### config.mk
export PLATFORM = sky130hd
export DESIGN_NAME = exec_stage_flat
export DESIGN_NICKNAME = d
export VERILOG_FILES = /design/src/rtl/exec_pkg.sv /design/src/rtl/exec_if.sv /design/src/rtl/seq_mul16.sv /design/src/rtl/exec_stage.sv /design/src/flat_wrapper.sv
export SDC_FILE = /design/constraint.sdc
export NUM_CORES = 1
export LEC_CHECK = 0
export CAP_MARGIN = 0
export CORE_MARGIN = 1
export CORE_UTILIZATION = 55
export CTS_CLUSTER_SIZE = 20
export DETAILED_ROUTE_END_ITERATION = 7
export GPL_ROUTABILITY_DRIVEN = 0
export HOLD_SLACK_MARGIN = 0.02
export PLACE_DENSITY_LB_ADDON = 0.12
export SYNTH_ARGS = -nofsm -noshare
export SYNTH_HDL_FRONTEND = slang
export SYNTH_HIERARCHICAL = 1
export SYNTH_SLANG_ARGS = --single-unit
### constraint.sdc
create_clock -name clk -period 2.2 [get_ports clk]
set_input_delay 0.44 -clock clk [delete_from_list [all_inputs] [get_ports clk]]
set_output_delay 0.44 -clock clk [all_outputs]
set_load 0.005 [all_outputs]
### src/rtl/exec_pkg.sv
// exec_pkg: shared opcodes, state encoding and constants for the execute/writeback stage.
package exec_pkg;

  localparam logic [3:0] OP_ADD = 4'h0;
  localparam logic [3:0] OP_SUB = 4'h1;
  localparam logic [3:0] OP_AND = 4'h2;
  localparam logic [3:0] OP_OR  = 4'h3;
  localparam logic [3:0] OP_XOR = 4'h4;
  localparam logic [3:0] OP_NOT = 4'h5;
  localparam logic [3:0] OP_SHL = 4'h6;
  localparam logic [3:0] OP_SHR = 4'h7;
  localparam logic [3:0] OP_MOV = 4'h8;
  localparam logic [3:0] OP_LDI = 4'h9;
  localparam logic [3:0] OP_MUL = 4'hA;

  localparam int MUL_CYCLES = 16;

  typedef enum logic [1:0] {
    S_IDLE,
    S_EXEC,
    S_MUL,
    S_WB
  } state_t;

  // Opcodes 0..9 are single-cycle ALU operations that write back.
  function automatic logic is_alu_op(input logic [3:0] op);
    return op <= OP_LDI;
  endfunction

endpackage

### src/rtl/exec_if.sv
// exec_if: decoder-to-execute instruction handshake.
interface exec_if #(
  parameter int AW = 3
);
  logic          in_valid;
  logic          in_ready;
  logic [3:0]    opcode;
  logic [AW-1:0] rd;
  logic [AW-1:0] ra;
  logic [AW-1:0] rb;
  logic [7:0]    imm;

  modport master (
    output in_valid, opcode, rd, ra, rb, imm,
    input  in_ready
  );

  modport slave (
    input  in_valid, opcode, rd, ra, rb, imm,
    output in_ready
  );
endinterface

### src/rtl/seq_mul16.sv
// seq_mul16: iterative 16x16 shift-add multiplier keeping the low 16 product bits.
// The start edge performs the first iteration; done pulses for one cycle after the 16th.
module seq_mul16
  import exec_pkg::*;
(
  input  logic        clk,
  input  logic        rst,
  input  logic        start,
  input  logic [15:0] a,
  input  logic [15:0] b,
  output logic        done,
  output logic [15:0] product
);

  logic [15:0] mcand;
  logic [15:0] mplier;
  logic [4:0]  count;
  logic        running;

  // One shift-add iteration per clock; the partial product accumulates in place.
  always_ff @(posedge clk or posedge rst) begin
    if (rst) begin
      product <= '0;
      mcand   <= '0;
      mplier  <= '0;
      count   <= '0;
      running <= 1'b0;
      done    <= 1'b0;
    end else if (start) begin
      product <= b[0] ? a : '0;
      mcand   <= {a[14:0], 1'b0};
      mplier  <= {1'b0, b[15:1]};
      count   <= 5'd1;
      running <= 1'b1;
      done    <= 1'b0;
    end else if (running) begin
      product <= product + (mplier[0] ? mcand : '0);
      mcand   <= {mcand[14:0], 1'b0};
      mplier  <= {1'b0, mplier[15:1]};
      count   <= count + 5'd1;
      if (count == 5'(MUL_CYCLES - 1)) begin
        running <= 1'b0;
        done    <= 1'b1;
      end
    end else begin
      done <= 1'b0;
    end
  end

endmodule

### src/rtl/exec_stage.sv
// exec_stage: single-issue execute/writeback stage in front of an 8x16 register file.
// Optional multiplier: define EXEC_MUL_EN to include seq_mul16 and the MUL state;
// without it opcode A is treated as a NOP.
module exec_stage
  import exec_pkg::*;
#(
  parameter int WIDTH = 16,
  parameter int AW    = 3
) (
  input  logic             clk,
  input  logic             rst,
  exec_if.slave            dec,
  output logic [AW-1:0]    RA_addr,
  output logic [AW-1:0]    RB_addr,
  input  logic [WIDTH-1:0] RA_data,
  input  logic [WIDTH-1:0] RB_data,
  output logic [WIDTH-1:0] WR_data,
  output logic [AW-1:0]    WR_addr,
  output logic             WE,
  output logic             flag_z,
  output logic             flag_c,
  output logic             busy
);

  state_t        state;
  logic          addr_phase;
  logic [3:0]    op_q;
  logic [AW-1:0] rd_q;
  logic [AW-1:0] ra_q;
  logic [AW-1:0] rb_q;
  logic [7:0]    imm_q;
  logic          carry_q;
  logic          sets_c_q;

  logic [WIDTH-1:0] alu_result;
  logic             alu_carry;
  logic             alu_sets_c;
  logic [WIDTH:0]   sum_ext;

  // ALU on the register-file read data; only ADD/SUB/SHL/SHR produce a carry.
  always_comb begin
    alu_result = '0;
    alu_carry  = 1'b0;
    alu_sets_c = 1'b0;
    sum_ext    = '0;
    case (op_q)
      OP_ADD: begin
        sum_ext    = {1'b0, RA_data} + {1'b0, RB_data};
        alu_result = sum_ext[WIDTH-1:0];
        alu_carry  = sum_ext[WIDTH];
        alu_sets_c = 1'b1;
      end
      OP_SUB: begin
        sum_ext    = {1'b0, RA_data} - {1'b0, RB_data};
        alu_result = sum_ext[WIDTH-1:0];
        alu_carry  = sum_ext[WIDTH];
        alu_sets_c = 1'b1;
      end
      OP_AND: alu_result = RA_data & RB_data;
      OP_OR:  alu_result = RA_data | RB_data;
      OP_XOR: alu_result = RA_data ^ RB_data;
      OP_NOT: alu_result = ~RA_data;
      OP_SHL: begin
        alu_result = {RA_data[WIDTH-2:0], 1'b0};
        alu_carry  = RA_data[WIDTH-1];
        alu_sets_c = 1'b1;
      end
      OP_SHR: begin
        alu_result = {1'b0, RA_data[WIDTH-1:1]};
        alu_carry  = RA_data[0];
        alu_sets_c = 1'b1;
      end
      OP_MOV: alu_result = RA_data;
      OP_LDI: alu_result = {{(WIDTH-8){1'b0}}, imm_q};
      default: alu_result = '0;
    endcase
  end

`ifdef EXEC_MUL_EN
  logic             mul_start;
  logic             mul_done;
  logic [WIDTH-1:0] mul_product;

  // The multiplier takes its operands straight from the read ports on the last EXEC cycle.
  always_comb begin
    mul_start = (state == S_EXEC) && !addr_phase && (op_q == OP_MUL);
  end

  seq_mul16 u_mul (
    .clk     (clk),
    .rst     (rst),
    .start   (mul_start),
    .a       (RA_data),
    .b       (RB_data),
    .done    (mul_done),
    .product (mul_product)
  );
`endif

  // Control FSM with registered handshake, read-address, writeback and flag outputs.
  always_ff @(posedge clk or posedge rst) begin
    if (rst) begin
      state        <= S_IDLE;
      addr_phase   <= 1'b0;
      op_q         <= '0;
      rd_q         <= '0;
      ra_q         <= '0;
      rb_q         <= '0;
      imm_q        <= '0;
      carry_q      <= 1'b0;
      sets_c_q     <= 1'b0;
      RA_addr      <= '0;
      RB_addr      <= '0;
      WR_data      <= '0;
      WR_addr      <= '0;
      WE           <= 1'b0;
      flag_z       <= 1'b0;
      flag_c       <= 1'b0;
      busy         <= 1'b0;
      dec.in_ready <= 1'b1;
    end else begin
      case (state)
        S_IDLE: begin
          if (dec.in_valid && dec.in_ready) begin
            op_q         <= dec.opcode;
            rd_q         <= dec.rd;
            ra_q         <= dec.ra;
            rb_q         <= dec.rb;
            imm_q        <= dec.imm;
            addr_phase   <= 1'b1;
            state        <= S_EXEC;
            dec.in_ready <= 1'b0;
            busy         <= 1'b1;
          end
        end
        S_EXEC: begin
          if (addr_phase) begin
            RA_addr    <= ra_q;
            RB_addr    <= rb_q;
            addr_phase <= 1'b0;
`ifdef EXEC_MUL_EN
          end else if (op_q == OP_MUL) begin
            state <= S_MUL;
`endif
          end else if (is_alu_op(op_q)) begin
            WR_data  <= alu_result;
            WR_addr  <= rd_q;
            WE       <= 1'b1;
            carry_q  <= alu_carry;
            sets_c_q <= alu_sets_c;
            state    <= S_WB;
          end else begin
            state        <= S_IDLE;
            dec.in_ready <= 1'b1;
            busy         <= 1'b0;
          end
        end
`ifdef EXEC_MUL_EN
        S_MUL: begin
          if (mul_done) begin
            WR_data  <= mul_product;
            WR_addr  <= rd_q;
            WE       <= 1'b1;
            sets_c_q <= 1'b0;
            state    <= S_WB;
          end
        end
`endif
        S_WB: begin
          WE     <= 1'b0;
          flag_z <= (WR_data == '0);
          if (sets_c_q) begin
            flag_c <= carry_q;
          end
          state        <= S_IDLE;
          dec.in_ready <= 1'b1;
          busy         <= 1'b0;
        end
        default: begin
          WE           <= 1'b0;
          state        <= S_IDLE;
          dec.in_ready <= 1'b1;
          busy         <= 1'b0;
        end
      endcase
    end
  end

endmodule

### src/flat_wrapper.sv
// flat-port wrapper written by rule: the top's interface ports become plain ports
module exec_stage_flat import exec_pkg::*;
#(
  parameter int WIDTH = 16,
  parameter int AW    = 3
)
  (clk, rst, RA_addr, RB_addr, RA_data, RB_data, WR_data, WR_addr, WE, flag_z, flag_c, busy, dec_in_valid, dec_opcode, dec_rd, dec_ra, dec_rb, dec_imm, dec_in_ready);
  exec_if #(.AW(AW)) dec_i ();
  input  logic clk;
  input  logic rst;
  output logic [AW-1:0] RA_addr;
  output logic [AW-1:0] RB_addr;
  input  logic [WIDTH-1:0] RA_data;
  input  logic [WIDTH-1:0] RB_data;
  output logic [WIDTH-1:0] WR_data;
  output logic [AW-1:0] WR_addr;
  output logic WE;
  output logic flag_z;
  output logic flag_c;
  output logic busy;
  input wire logic [$bits(dec_i.in_valid)-1:0] dec_in_valid;
  input wire logic [$bits(dec_i.opcode)-1:0] dec_opcode;
  input wire logic [$bits(dec_i.rd)-1:0] dec_rd;
  input wire logic [$bits(dec_i.ra)-1:0] dec_ra;
  input wire logic [$bits(dec_i.rb)-1:0] dec_rb;
  input wire logic [$bits(dec_i.imm)-1:0] dec_imm;
  output wire logic [$bits(dec_i.in_ready)-1:0] dec_in_ready;
  assign dec_i.in_valid = dec_in_valid;
  assign dec_i.opcode = dec_opcode;
  assign dec_i.rd = dec_rd;
  assign dec_i.ra = dec_ra;
  assign dec_i.rb = dec_rb;
  assign dec_i.imm = dec_imm;
  assign dec_in_ready = dec_i.in_ready;
  exec_stage #(.WIDTH(WIDTH), .AW(AW)) u_core (.clk(clk), .rst(rst), .dec(dec_i), .RA_addr(RA_addr), .RB_addr(RB_addr), .RA_data(RA_data), .RB_data(RB_data), .WR_data(WR_data), .WR_addr(WR_addr), .WE(WE), .flag_z(flag_z), .flag_c(flag_c), .busy(busy));
endmodule
==> impl_summary.log, run 1 <==
INFO  metric post_synth_inst_count = 655
INFO  metric cts_max_path_buffers = 2
INFO  metric synth.yosys.warnings = 6
INFO  metric tritoncts_num_sinks = 56
INFO  metric numPortBuffers = 85
INFO  metric dpl-instance-area = 7710 um^2
INFO  metric grt.overflow.total = 1
INFO  metric synth_top_area_share = 0.255
INFO  metric cts.htree.levels = 2
INFO  metric worst-endpoint-pin-kind = register input
INFO  metric syn_area_per_cell = 8.23 um^2
INFO  metric yosys-top-cells-area = dfrtp_1 (26%), ha_1 (12%), mux2_2 (5.4%)
INFO  metric gr-usage-all-layers = 0.633
INFO  metric netlist.top_cell.by_area = dfrtp_1
INFO  metric run_status = stopped before the end
INFO  metric stop_stage = global routing
INFO  metric hold_buffers = 0
INFO  metric synth_cell_types = 74
INFO  metric postSynthNetCount = 765
INFO  metric synth-edff-count = 0
INFO  metric synth.cell_area = 5390 um^2
INFO  metric cts_inserted_buffers = 5
INFO  metric cts-root-buf = clkbuf_8
INFO  metric synth-main-ff-cell = dfrtp_1
INFO  metric async_flop_share = 1.00
INFO  metric starting_utilization_of_the_core_area = 0.575
INFO  metric die_x = 101 um
INFO  metric detailedPlacementHpwl = 15,700 um
INFO  metric number_of_top_level_design_ports = 86
INFO  metric error = [ERROR GRT-0232] Routing congestion too high. Check the congestion heatmap in the GUI.
INFO  metric grt_max_degree = 25
INFO  metric worst_endpoint = u_core/WR_data[14]$_DFFE_PP0P_/D
INFO  metric synth.ff_latch_count = 56
INFO  metric floorplan.die.height = 101 um
INFO  metric ys_seq_area_frac = 0.260
INFO  metric std_cell_rows = 35
## synthesized netlist by cell type (6+ instances only)
cell / number
buf_2: 14
mux2i_1: 9
nor4_1: 7
a31oi_1: 10
nand2b_1: 9
nand2_1: 56
o221ai_1: 6
a221oi_1: 7
nor2b_1: 11
nand3_1: 10
a21oi_1: 51
nor3_1: 15
a22oi_1: 14
o22ai_1: 14
inv_1: 56
dfrtp_1: 55
mux2_2: 26
nor2_1: 59
xnor2_1: 6
o21ai_0: 36
clkbuf_1: 17
o211ai_1: 10
a21o_1: 7
ha_1: 52
## metal layers
| metal | GRT usage | overflow |
|---|---|---|
| met1 | 0.628 | 0 |
| met2 | 0.869 | 0 |
| met3 | 0.426 | 0 |
| met4 | 0.593 | 1 |
| met5 | 0.113 | 0 |
## stage by stage
stage | setup slack (ns) | std cells
2_1_floorplan | -0.0949 | 655
3_3_place_gp | -0.920 | 1001
3_5_place_dp | -1.07 | 1001
4_1_cts | -0.0332 | 1030
## repair_timing
action / in CTS
pin swaps: 55
cloned: 0
setup buffers: 23
gates resized for setup: 156
endpoints found under the setup margin: 16
## cell families after synthesis
kind of cell,count (synthesis),synth area share
AOI/OAI and AO/OA,211,0.272
and+or+nand+nor,190,0.168
buffers and inverters,99,0.0759
DFF,56,0.260
adders and majority gates,54,0.128
muxes,38,0.0836
xor gates and xnor gates,7,0.0114
==> run 2: changes to the inputs <==
--- a/config.mk
+++ b/config.mk
@@ -7,12 +7,10 @@
 export LEC_CHECK = 0
 export CAP_MARGIN = 0
 export CORE_MARGIN = 1
-export CORE_UTILIZATION = 55
-export CTS_CLUSTER_SIZE = 20
+export CORE_UTILIZATION = 40
 export DETAILED_ROUTE_END_ITERATION = 7
 export GPL_ROUTABILITY_DRIVEN = 0
-export HOLD_SLACK_MARGIN = 0.02
-export PLACE_DENSITY_LB_ADDON = 0.12
+export PLACE_DENSITY_LB_ADDON = 0.15
 export SYNTH_ARGS = -nofsm -noshare
 export SYNTH_HDL_FRONTEND = slang
 export SYNTH_HIERARCHICAL = 1
==> impl_summary.log, run 2 <==
INFO  metric netlist.top_cell.by_area = dfrtp_1
INFO  metric finish.instance_area = 8350 um^2
INFO  metric drt_pre_antenna_iters = 5
INFO  metric synth.yosys.warnings = 6
INFO  metric finalCoreUtilization = 0.633
INFO  metric routed-via-count = 6,059
INFO  metric hold_buffers = 0
INFO  metric critical_path_required = 2.40 ns
INFO  metric ys_seq_area_frac = 0.260
INFO  metric finalClockSkew = 0.0110 ns
INFO  metric via_count_of_the_first_global_routing_pass = 6,058
INFO  metric worst_ir_drop_vdd = 0.472 mV
INFO  metric critical_path_buf_inv_count = 3
INFO  metric floorplan.die.height = 118 um
INFO  metric synth_top_area_share = 0.255
INFO  metric largest-register = u_core/WR_data
INFO  metric stdcell_count = 1,064
INFO  metric cts_inserted_buffers = 5
INFO  metric synth.ff_latch_count = 56
INFO  metric post-synth-top-count-cell = nor2_1
INFO  metric ys_top_cells_by_count = nor2_1 (59), inv_1 (56), nand2_1 (56)
INFO  metric area_delta_synth_final = 55.0%
INFO  metric drcViolationCount = 0
INFO  metric cts_max_path_buffers = 2
INFO  metric p_leak = 0.00370 uW
INFO  metric reg2reg_setup_slack = 0.05 ns
INFO  metric crit_chain = clkdlybuf4s50_1 -> inv_1 -> ha_4 -> nand4_1 -> o22ai_2 -> a311oi_2 -> buf_4 -> a211o_1 -> a21oi_1 -> nor3_1
INFO  metric drive_above_1_share = 0.382
INFO  metric detailedRoute.firstIterationViolations = 668
INFO  metric grt_setup_unrepaired = yes
INFO  metric viasPerCell = 5.69
INFO  metric cp_max_fo = 5
INFO  metric critical_path.endpoint_type = flip-flop
INFO  metric die_x = 118 um
INFO  metric synth.cell_area = 5390 um^2
INFO  metric cts.htree.levels = 2
INFO  metric reg.largest.list = u_core/WR_data (16), u_core/imm_q (8), u_core/op_q (4)
INFO  metric run_status = finished, final reports clean
INFO  metric timing.hold.worst.class = flip-flop to flip-flop
INFO  metric routed_wire_length = 19,300 um
INFO  metric critical_path.startpoint = RA_data[11]
INFO  metric max_stage_delay = 0.47 ns
INFO  metric numPortBuffers = 85
INFO  metric detailedPlacementHpwl = 14,900 um
INFO  metric fin_worst_hold_slack = 0.469 ns
INFO  metric grt.overflow.total = 0
INFO  metric std_cell_rows = 42
INFO  metric hold_depth = 2
INFO  metric postSynthNetCount = 765
INFO  metric reg2regPathDepth = 8
INFO  metric min_period_over_period = 0.999
INFO  metric fp.dieArea = 13,900 um^2
INFO  metric synth-edff-count = 0
INFO  metric number_of_top_level_design_ports = 86
INFO  metric crit_family = buffers and inverters
INFO  metric synth-main-ff-cell = dfrtp_1
INFO  metric cts-root-buf = clkbuf_16
INFO  metric tritoncts_num_sinks = 56
INFO  metric finalSetupViolations = 0
INFO  metric power-per-cell-area = 934 nW/um^2
INFO  metric worst_r2r_endpoint = u_core/WR_data[15]
INFO  metric fin_nets = 997
INFO  metric grt_first_pass_wirelength = 31,200 um
INFO  metric clock_insertion_delay_worst_skew = 0.31 ns
INFO  metric worst_slew_pin_slew = 0.619 ns
INFO  metric grt_max_degree = 30
INFO  metric yosys-top-cells-area = dfrtp_1 (26%), ha_1 (12%), mux2_2 (5.4%)
INFO  metric cts_tree = done
INFO  metric async_flop_share = 1.00
INFO  metric synth_cell_types = 74
INFO  metric largest_reg_flops = 16
INFO  metric cpMaxStageDelayCell = clkdlybuf4s50_1
INFO  metric timing.critical_path.arrival = 2.40 ns
INFO  metric route.antenna.remaining_nets = 0
INFO  metric wire_per_inst = 18.1 um
INFO  metric placeableCoreArea = 13,200 um^2
INFO  metric most_frequent_cells_in_the_layout = buf_4 (172), nor2_1 (58), clkdlybuf4s50_1 (56)
INFO  metric r2r-start = u_core/op_q[3]
INFO  metric mostFrequentLayoutCell = buf_4
INFO  metric max-cap-violations = 0
INFO  metric critPathKind = primary input to flip-flop
INFO  metric antenna_violations_before_repair = 0
INFO  metric post_synth_inst_count = 655
INFO  metric startpoint_of_the_most_critical_hold_path = u_core/rd_q[0]
INFO  metric timing_hold_violations_final = 0
INFO  metric fmaxAchievable = 455 MHz
INFO  metric syn_area_per_cell = 8.23 um^2
INFO  metric layout_min_cycle_time = 2.20 ns
INFO  metric post-place-cells = 1,037
INFO  metric fillCellCount = 1,121
INFO  metric max_slew_margin = 0.586
INFO  metric worstHoldEndpoint = u_core/WR_addr[0]
INFO  metric antenna-diode-count = 0
INFO  metric startpoint_type = primary input
INFO  metric slew_violations = 0
INFO  metric gr-usage-all-layers = 0.280
INFO  metric dpl-instance-area = 7700 um^2
INFO  metric starting_utilization_of_the_core_area = 0.409
INFO  metric clock_transition_at_the_register_clock_pins_on_the_worst_setup_and_hold_paths_after_cts = 0.08 ns
==> run 2: cell counts after synthesis <==
Identical to the previous run, type by type.
==> run 2: cells by family after synthesis <==
group	count (synthesis)	share of synthesized area
compound gates	211	0.272
xor+xnor	7	0.0114
fa+ha+maj	54	0.128
buf+inv	99	0.0759
flops	56	0.260
mux	38	0.0836
simple gates	190	0.168
==> run 2: cell type report <==
class	count	area [um^2]	share of cell area
Multi-Input combinational cell	500	4060	0.486
Timing Repair Buffer	267	2240	0.269
Sequential cell	56	1400	0.168
Inverter	57	270	0.0324
Tap cell	176	220	0.0264
Clock buffer	5	125	0.0150
Clock inverter	3	27.5	0.00330
==> run 2: metal layers <==
layer	up-vias	part of all wire	routed length [um]	track usage
met4	0	0.034	650	0.108
met5	-	0	0	0
li1	2827	-	-	-
met1	2846	0.41	7990	0.365
met3	49	0.080	1550	0.0402
met2	337	0.47	9100	0.468
==> run 2: worst min-delay path, cell delays in order, from the launching register on <==
cell and delay, ns:
dfrtp_1 0.34, nand2_1 0.05, nand2_1 0.05
==> run 2: metrics by stage <==
| step | power [uW] | worst slack, ns | TNS [ns] |
|---|---|---|---|
| final | 7800 | 0.00135 | 0 |
| after global routing | 8310 | -0.0484 | -0.220 |
| after CTS | 7670 | 0.000854 | 0 |
| after detailed placement | 6700 | -0.919 | -11.67 |
| after global placement | 6610 | -0.852 | -10.79 |
| after floorplan | 4520 | -0.0949 | -0.0962 |
==> run 2: worst max path at each step <==
stage | end | slack (ns) | cells after the start
final | u_core/WR_data[15] | 0.001 | 10
after global routing | u_core/WR_data[15] | -0.05 | 10
after CTS | u_core/WR_data[15] | 0.0009 | 12
after detailed placement | u_core/WR_data[2] | -0.92 | 12
after global placement | u_core/WR_data[14] | -0.85 | 11
after floorplan | u_core/WR_data[14] | -0.09 | 10
==> run 2: power by group <==
group / internal (uW) / switching (uW) / leakage [uW]
clock: 433 / 403 / 0.0000719
sequential: 1530 / 388 / 0.000672
combinational: 2430 / 2610 / 0.00296
total: 4400 / 3400 / 0.00370
==> run 2: what timing repair did <==
item                                   CTS  global route
gates resized for setup                150            39
gates cloned                             0             0
buffers inserted                        16             5
setup endpoints to repair               15            12
endpoints found under the hold margin    0             0
pin swaps                               59            33
Power figures use the tool's default switching activity.
==> run 3: changes to the inputs <==
--- a/config.mk
+++ b/config.mk
@@ -6,7 +6,7 @@
 export NUM_CORES = 1
 export LEC_CHECK = 0
 export CAP_MARGIN = 0
-export CORE_MARGIN = 1
+export CORE_MARGIN = 3
 export CORE_UTILIZATION = 40
 export DETAILED_ROUTE_END_ITERATION = 7
 export GPL_ROUTABILITY_DRIVEN = 0
==> impl_summary.log, run 3 (synthesized netlist as in run 2, its figures left out) <==
INFO  metric run_status = complete, but fails checks
INFO  metric violations = setup timing
INFO  metric worst_slew_pin_slew = 0.502 ns
INFO  metric reg.largest.list = u_core/WR_data (16), u_core/imm_q (8), u_core/op_q (4)
INFO  metric worstHoldEndpoint = u_core/WR_addr[0]
INFO  metric p_leak = 0.00381 uW
INFO  metric fillCellCount = 1,010
INFO  metric seq_area = 1400 um^2
INFO  metric total_power = 8110 uW
INFO  metric fin_nets = 1,011
INFO  metric viasPerCell = 5.70
INFO  metric wire_per_inst = 18.1 um
INFO  metric number_of_top_level_design_ports = 86
INFO  metric die_x = 122 um
INFO  metric antenna-diode-count = 0
INFO  metric cp_max_fo = 4
INFO  metric critical_path_required = 2.36 ns
INFO  metric grt_setup_unrepaired = yes
INFO  metric floorplan.die.height = 122 um
INFO  metric finalClockSkew = 0.00637 ns
INFO  metric cts_tree = done
INFO  metric cts_inserted_buffers = 5
INFO  metric placeableCoreArea = 12,900 um^2
INFO  metric cts-root-buf = clkbuf_16
INFO  metric routedLengthMet1 = 7870 um
INFO  metric startpoint_of_the_most_critical_hold_path = u_core/rd_q[0]
INFO  metric max-cap-violations = 0
INFO  metric final_critical_path_setup_slack = -0.0681 ns
INFO  metric min_period_over_period = 1.03
INFO  metric max_slew_margin = 0.662
INFO  metric routed_wire_length = 19,500 um
INFO  metric timing.critical_path.arrival = 2.43 ns
INFO  metric reg2regPathDepth = 9
INFO  metric fmaxAchievable = 441 MHz
INFO  metric cts.htree.levels = 2
INFO  metric tritoncts_num_sinks = 56
INFO  metric place_worst_setup_slack = -0.942 ns
INFO  metric fin_worst_hold_slack = 0.464 ns
INFO  metric grt_max_degree = 57
INFO  metric most_frequent_cells_in_the_layout = buf_4 (181), nor2_1 (57), clkdlybuf4s50_1 (55), nand2_1 (55), dfrtp_1 (54)
INFO  metric power-per-cell-area = 951 nW/um^2
INFO  metric drt_pre_antenna_iters = 5
INFO  metric grt.overflow.total = 0
INFO  metric multi_input_comb_area = 4100 um^2
INFO  metric critical_path.endpoint_type = flip-flop
INFO  metric slew_violations = 0
INFO  metric via_count_of_the_first_global_routing_pass = 6,055
INFO  metric layout_min_cycle_time = 2.27 ns
INFO  metric startpoint_type = primary input
INFO  metric wl_met3 = 1650 um
INFO  metric gr-usage-all-layers = 0.257
INFO  metric detailroute.wirelength.met2 = 9220 um
INFO  metric area_delta_synth_final = 58.2%
INFO  metric critPathKind = primary input to flip-flop
INFO  metric route.antenna.remaining_nets = 0
INFO  metric reg2reg_setup_slack = 0.10 ns
INFO  metric antenna_violations_before_repair = 0
INFO  metric fp.dieArea = 14,900 um^2
INFO  metric largest_reg_flops = 16
INFO  metric std_cell_rows = 41
INFO  metric finalSetupViolations = 5
INFO  metric hold_buffers = 0
INFO  metric route.top_layer_used = met4
INFO  metric timing.hold.worst.class = flip-flop to flip-flop
INFO  metric worst_ir_drop_vdd = 0.575 mV
INFO  metric drcViolationCount = 0
INFO  metric starting_utilization_of_the_core_area = 0.419
INFO  metric largest-register = u_core/WR_data
INFO  metric timing_hold_violations_final = 0
INFO  metric grt_first_pass_wirelength = 30,500 um
INFO  metric detailedPlacementHpwl = 15,200 um
INFO  metric clock_transition_at_the_register_clock_pins_on_the_worst_setup_and_hold_paths_after_cts = 0.08 ns
INFO  metric cts_max_path_buffers = 2
INFO  metric routed-via-count = 6,123
INFO  metric r2r-start = u_core/op_q[2]
INFO  metric clock_insertion_delay_worst_skew = 0.30 ns
INFO  metric numPortBuffers = 85
INFO  metric mostFrequentLayoutCell = buf_4
INFO  metric hold_depth = 2
INFO  metric worst_r2r_endpoint = u_core/WR_data[7]
INFO  metric detailedRoute.firstIterationViolations = 576
INFO  metric drive_above_1_share = 0.404
[run 3: changes by cell type in the layout (fill, tap and decap cells not counted), sizes merged]
cell / change
clkinvlp: +1
inv: -1
clkdlybuf4s50: -1
clkdlybuf4s15: -1
dlygate4sd2: -1
clkbuf: +4
buf: +10
dlymetal6s2s: +3
[run 3: layout make-up]
type                    instances  area share
multi-input cells             500       0.481
repair buffers                281       0.279
flip-flops and latches         56       0.165
inverters                      57      0.0324
well taps                     172      0.0252
clock buffers                   5      0.0147
clock inverters                 3     0.00323
[run 3: critical path, cell delays in order]
cell and delay [ns]:
buf_12 0.09, inv_8 0.03, ha_4 0.14, fa_2 0.38
o21bai_4 0.20, a2111oi_4 0.09, buf_6 0.15, buf_6 0.11
nor2b_4 0.12, nor2_2 0.06, xnor2_2 0.13, a2111oi_2 0.31
a31oi_1 0.16
[run 3: what timing repair did]
item / in CTS / in global routing
endpoints found under the setup margin: 15 / 15
hold endpoints to repair: 0 / 0
pin swaps: 59 / 52
setup buffers: 20 / 10
resized for setup: 142 / 64
[run 3: worst max-delay path by stage]
stage                           from  slack (ns)            endpoint  cells after the start
final                     RA_data[0]       -0.07  u_core/WR_data[10]                     13
after global placement    RA_data[1]       -0.92   u_core/WR_data[5]                     11
after CTS                 RB_data[6]       -0.10  u_core/WR_data[15]                     13
after detailed placement  RA_data[1]       -0.94   u_core/WR_data[5]                     11
after floorplan           RA_data[5]       -0.09  u_core/WR_data[14]                     10
after global routing      RA_data[0]       -0.15  u_core/WR_data[10]                     13
[run 3: metal layers]
| metal | GRT usage | vias to the layer above |
|---|---|---|
| met5 | 0 | - |
| met4 | 0.104 | 0 |
| met3 | 0.0371 | 56 |
| met2 | 0.433 | 296 |
| met1 | 0.332 | 2912 |
| li1 | - | 2859 |
[run 3: power breakdown]
part | internal, uW | leakage (uW) | switching (uW)
Sequential | 1530 | 0.000671 | 433
Clock | 433 | 0.0000719 | 389
Combinational | 2620 | 0.00307 | 2700
Total | 4580 | 0.00381 | 3520
[run 3: metrics by stage]
stage | util | instance area [um^2] | setup TNS (ns) | instances
floorplan | - | 5590 | -0.0962 | 655
global placement | 0.601 | 7740 | -11.10 | 1040
detailed placement | 0.601 | 7740 | -11.90 | 1040
CTS | 0.647 | 8330 | -0.244 | 1068
global route | 0.662 | 8530 | -0.694 | 1074
finish | 0.662 | 8530 | -0.153 | 1074
==> run 4: changes to the inputs <==
--- a/config.mk
+++ b/config.mk
@@ -9,6 +9,7 @@
 export CORE_MARGIN = 3
 export CORE_UTILIZATION = 40
 export DETAILED_ROUTE_END_ITERATION = 7
+export DONT_BUFFER_PORTS = 1
 export GPL_ROUTABILITY_DRIVEN = 0
 export PLACE_DENSITY_LB_ADDON = 0.15
 export SYNTH_ARGS = -nofsm -noshare
==> impl_summary.log, run 4 (synthesized netlist as in run 2, its figures left out) <==
INFO  metric finish.instance_area = 6640 um^2
INFO  metric antenna-diode-count = 0
INFO  metric timing.critical_path.arrival = 2.37 ns
INFO  metric total_power = 7170 uW
INFO  metric cts_tree = done
INFO  metric dpl-instance-area = 6390 um^2
INFO  metric max-cap-violations = 0
INFO  metric stdcell_count = 900
INFO  metric worst_slew_pin_slew = 0.531 ns
INFO  metric viasPerCell = 5.96
INFO  metric r2r-start = u_core/op_q[1]
INFO  metric drive_above_1_share = 0.276
INFO  metric fin_nets = 837
INFO  metric detailedPlacementHpwl = 14,600 um
INFO  metric gr-usage-all-layers = 0.243
INFO  metric most_frequent_cells_in_the_layout = buf_4 (105), nor2_1 (59), nand2_1 (56)
INFO  metric wl_met3 = 1670 um
INFO  metric grt_setup_unrepaired = yes
INFO  metric critPathKind = primary input to flip-flop
INFO  metric numPortBuffers = 0
INFO  metric number_of_top_level_design_ports = 86
INFO  metric fillCellCount = 1,226
INFO  metric post-place-cells = 889
INFO  metric cts.htree.levels = 2
INFO  metric mostFrequentLayoutCell = buf_4
INFO  metric finalCoreUtilization = 0.515
INFO  metric drt_pre_antenna_iters = 5
INFO  metric p_leak = 0.00294 uW
INFO  metric worst_ir_drop_vdd = 0.525 mV
INFO  metric via_count_of_the_first_global_routing_pass = 5,205
INFO  metric clock_insertion_delay_worst_skew = 0.30 ns
INFO  metric wire_per_inst = 20.2 um
INFO  metric routed_wire_length = 18,200 um
INFO  metric fmaxAchievable = 471 MHz
INFO  metric finalClockSkew = 0.0123 ns
INFO  metric worst_r2r_endpoint = u_core/WR_data[15]
INFO  metric route.top_layer_used = met4
INFO  metric power-per-cell-area = 1080 nW/um^2
INFO  metric detailedRoute.firstIterationViolations = 453
INFO  metric timing_hold_violations_final = 0
INFO  metric critical_path.endpoint_type = flip-flop
INFO  metric route.antenna.remaining_nets = 0
INFO  metric reg2reg_setup_slack = 0.12 ns
INFO  metric slew_violations = 0
INFO  metric floorplan.die.height = 122 um
INFO  metric drcViolationCount = 0
INFO  metric min_period_over_period = 0.965
INFO  metric placeableCoreArea = 12,900 um^2
INFO  metric largest-register = u_core/WR_data
INFO  metric largest_reg_flops = 16
INFO  metric run_status = finished, final reports clean
INFO  metric grt_max_degree = 37
INFO  metric grt.overflow.total = 0
INFO  metric critical_path_required = 2.44 ns
INFO  metric reg.largest.list = u_core/WR_data (16), u_core/imm_q (8), u_core/op_q (4)
INFO  metric clock_transition_at_the_register_clock_pins_on_the_worst_setup_and_hold_paths_after_cts = 0.08 ns
INFO  metric cts-root-buf = clkbuf_16
INFO  metric area_delta_synth_final = 23.1%
INFO  metric fin_worst_hold_slack = 0.0364 ns
INFO  metric routed-via-count = 5,360
INFO  metric antenna_violations_before_repair = 0
INFO  metric cp_max_fo = 6
INFO  metric grt_first_pass_wirelength = 28,600 um
INFO  metric finalSetupViolations = 0
INFO  metric layout_min_cycle_time = 2.12 ns
INFO  metric detailroute.wirelength.met2 = 8320 um
INFO  metric fp.dieArea = 14,900 um^2
INFO  metric startpoint_type = primary input
INFO  metric cts_max_path_buffers = 2
INFO  metric starting_utilization_of_the_core_area = 0.419
INFO  metric reg2regPathDepth = 8
INFO  metric routedLengthMet1 = 7660 um
INFO  metric timing.hold.worst.class = primary input to async pin
INFO  metric die_x = 122 um
INFO  metric hold_buffers = 0
INFO  metric tritoncts_num_sinks = 56
INFO  metric std_cell_rows = 41
INFO  metric cts_inserted_buffers = 5
INFO  metric max_slew_margin = 0.645
==> run 4: power breakdown <==
| group | internal, uW | switching, uW |
|---|---|---|
| sequential | 1530 | 480 |
| clock | 426 | 403 |
| combinational | 1920 | 2410 |
==> run 4: metrics by stage <==
stage               TNS [ns]  setup slack, ns
floorplan            -0.0962          -0.0949
global placement       -2.02           -0.295
detailed placement     -2.46           -0.283
CTS                        0           0.0263
global route         -0.0298          -0.0279
finish                     0           0.0772
==> run 4: worst max-delay path by stage <==
stage,from,end,slack (ns)
2_1_floorplan,RA_data[5],u_core/WR_data[14],-0.09
5_1_grt,RB_data[8],u_core/WR_data[13],-0.03
3_5_place_dp,RA_data[1],u_core/WR_data[5],-0.28
3_3_place_gp,RA_data[1],u_core/WR_data[5],-0.29
4_1_cts,RA_data[1],u_core/WR_data[5],0.03
6_report,RA_data[0],u_core/WR_data[14],0.08
==> run 4: final cells by class <==
class                   count  area, um^2  area share
multi-input cells         500        3780       0.569
flip-flops and latches     56        1400       0.212
repair buffers            107         828       0.125
inverters                  57         265      0.0400
well taps                 172         215      0.0324
clock buffers               5         125      0.0189
clock inverters             3        21.3     0.00321
==> run 4: per-layer routing <==
| layer | GRT usage | vias to the layer above |
|---|---|---|
| met5 | 0 | - |
| met4 | 0.0819 | 0 |
| met3 | 0.0520 | 45 |
| met2 | 0.387 | 239 |
| met1 | 0.329 | 2566 |
| li1 | - | 2510 |
==> run 4: repair_timing <==
item | 4_1_cts | 5_1_grt
buffers inserted | 0 | 3
resized for setup | 0 | 18
endpoints found under the setup margin | 0 | 14
==> run 4: critical path: stages <==
cell       delay, ns
inv_4           0.02
ha_4            0.14
fa_2            0.39
o21bai_4        0.16
a2111oi_4       0.09
buf_4           0.17
nor2_1          0.12
o31ai_2         0.10
or3b_1          0.37
a21oi_1         0.18
o32a_1          0.18
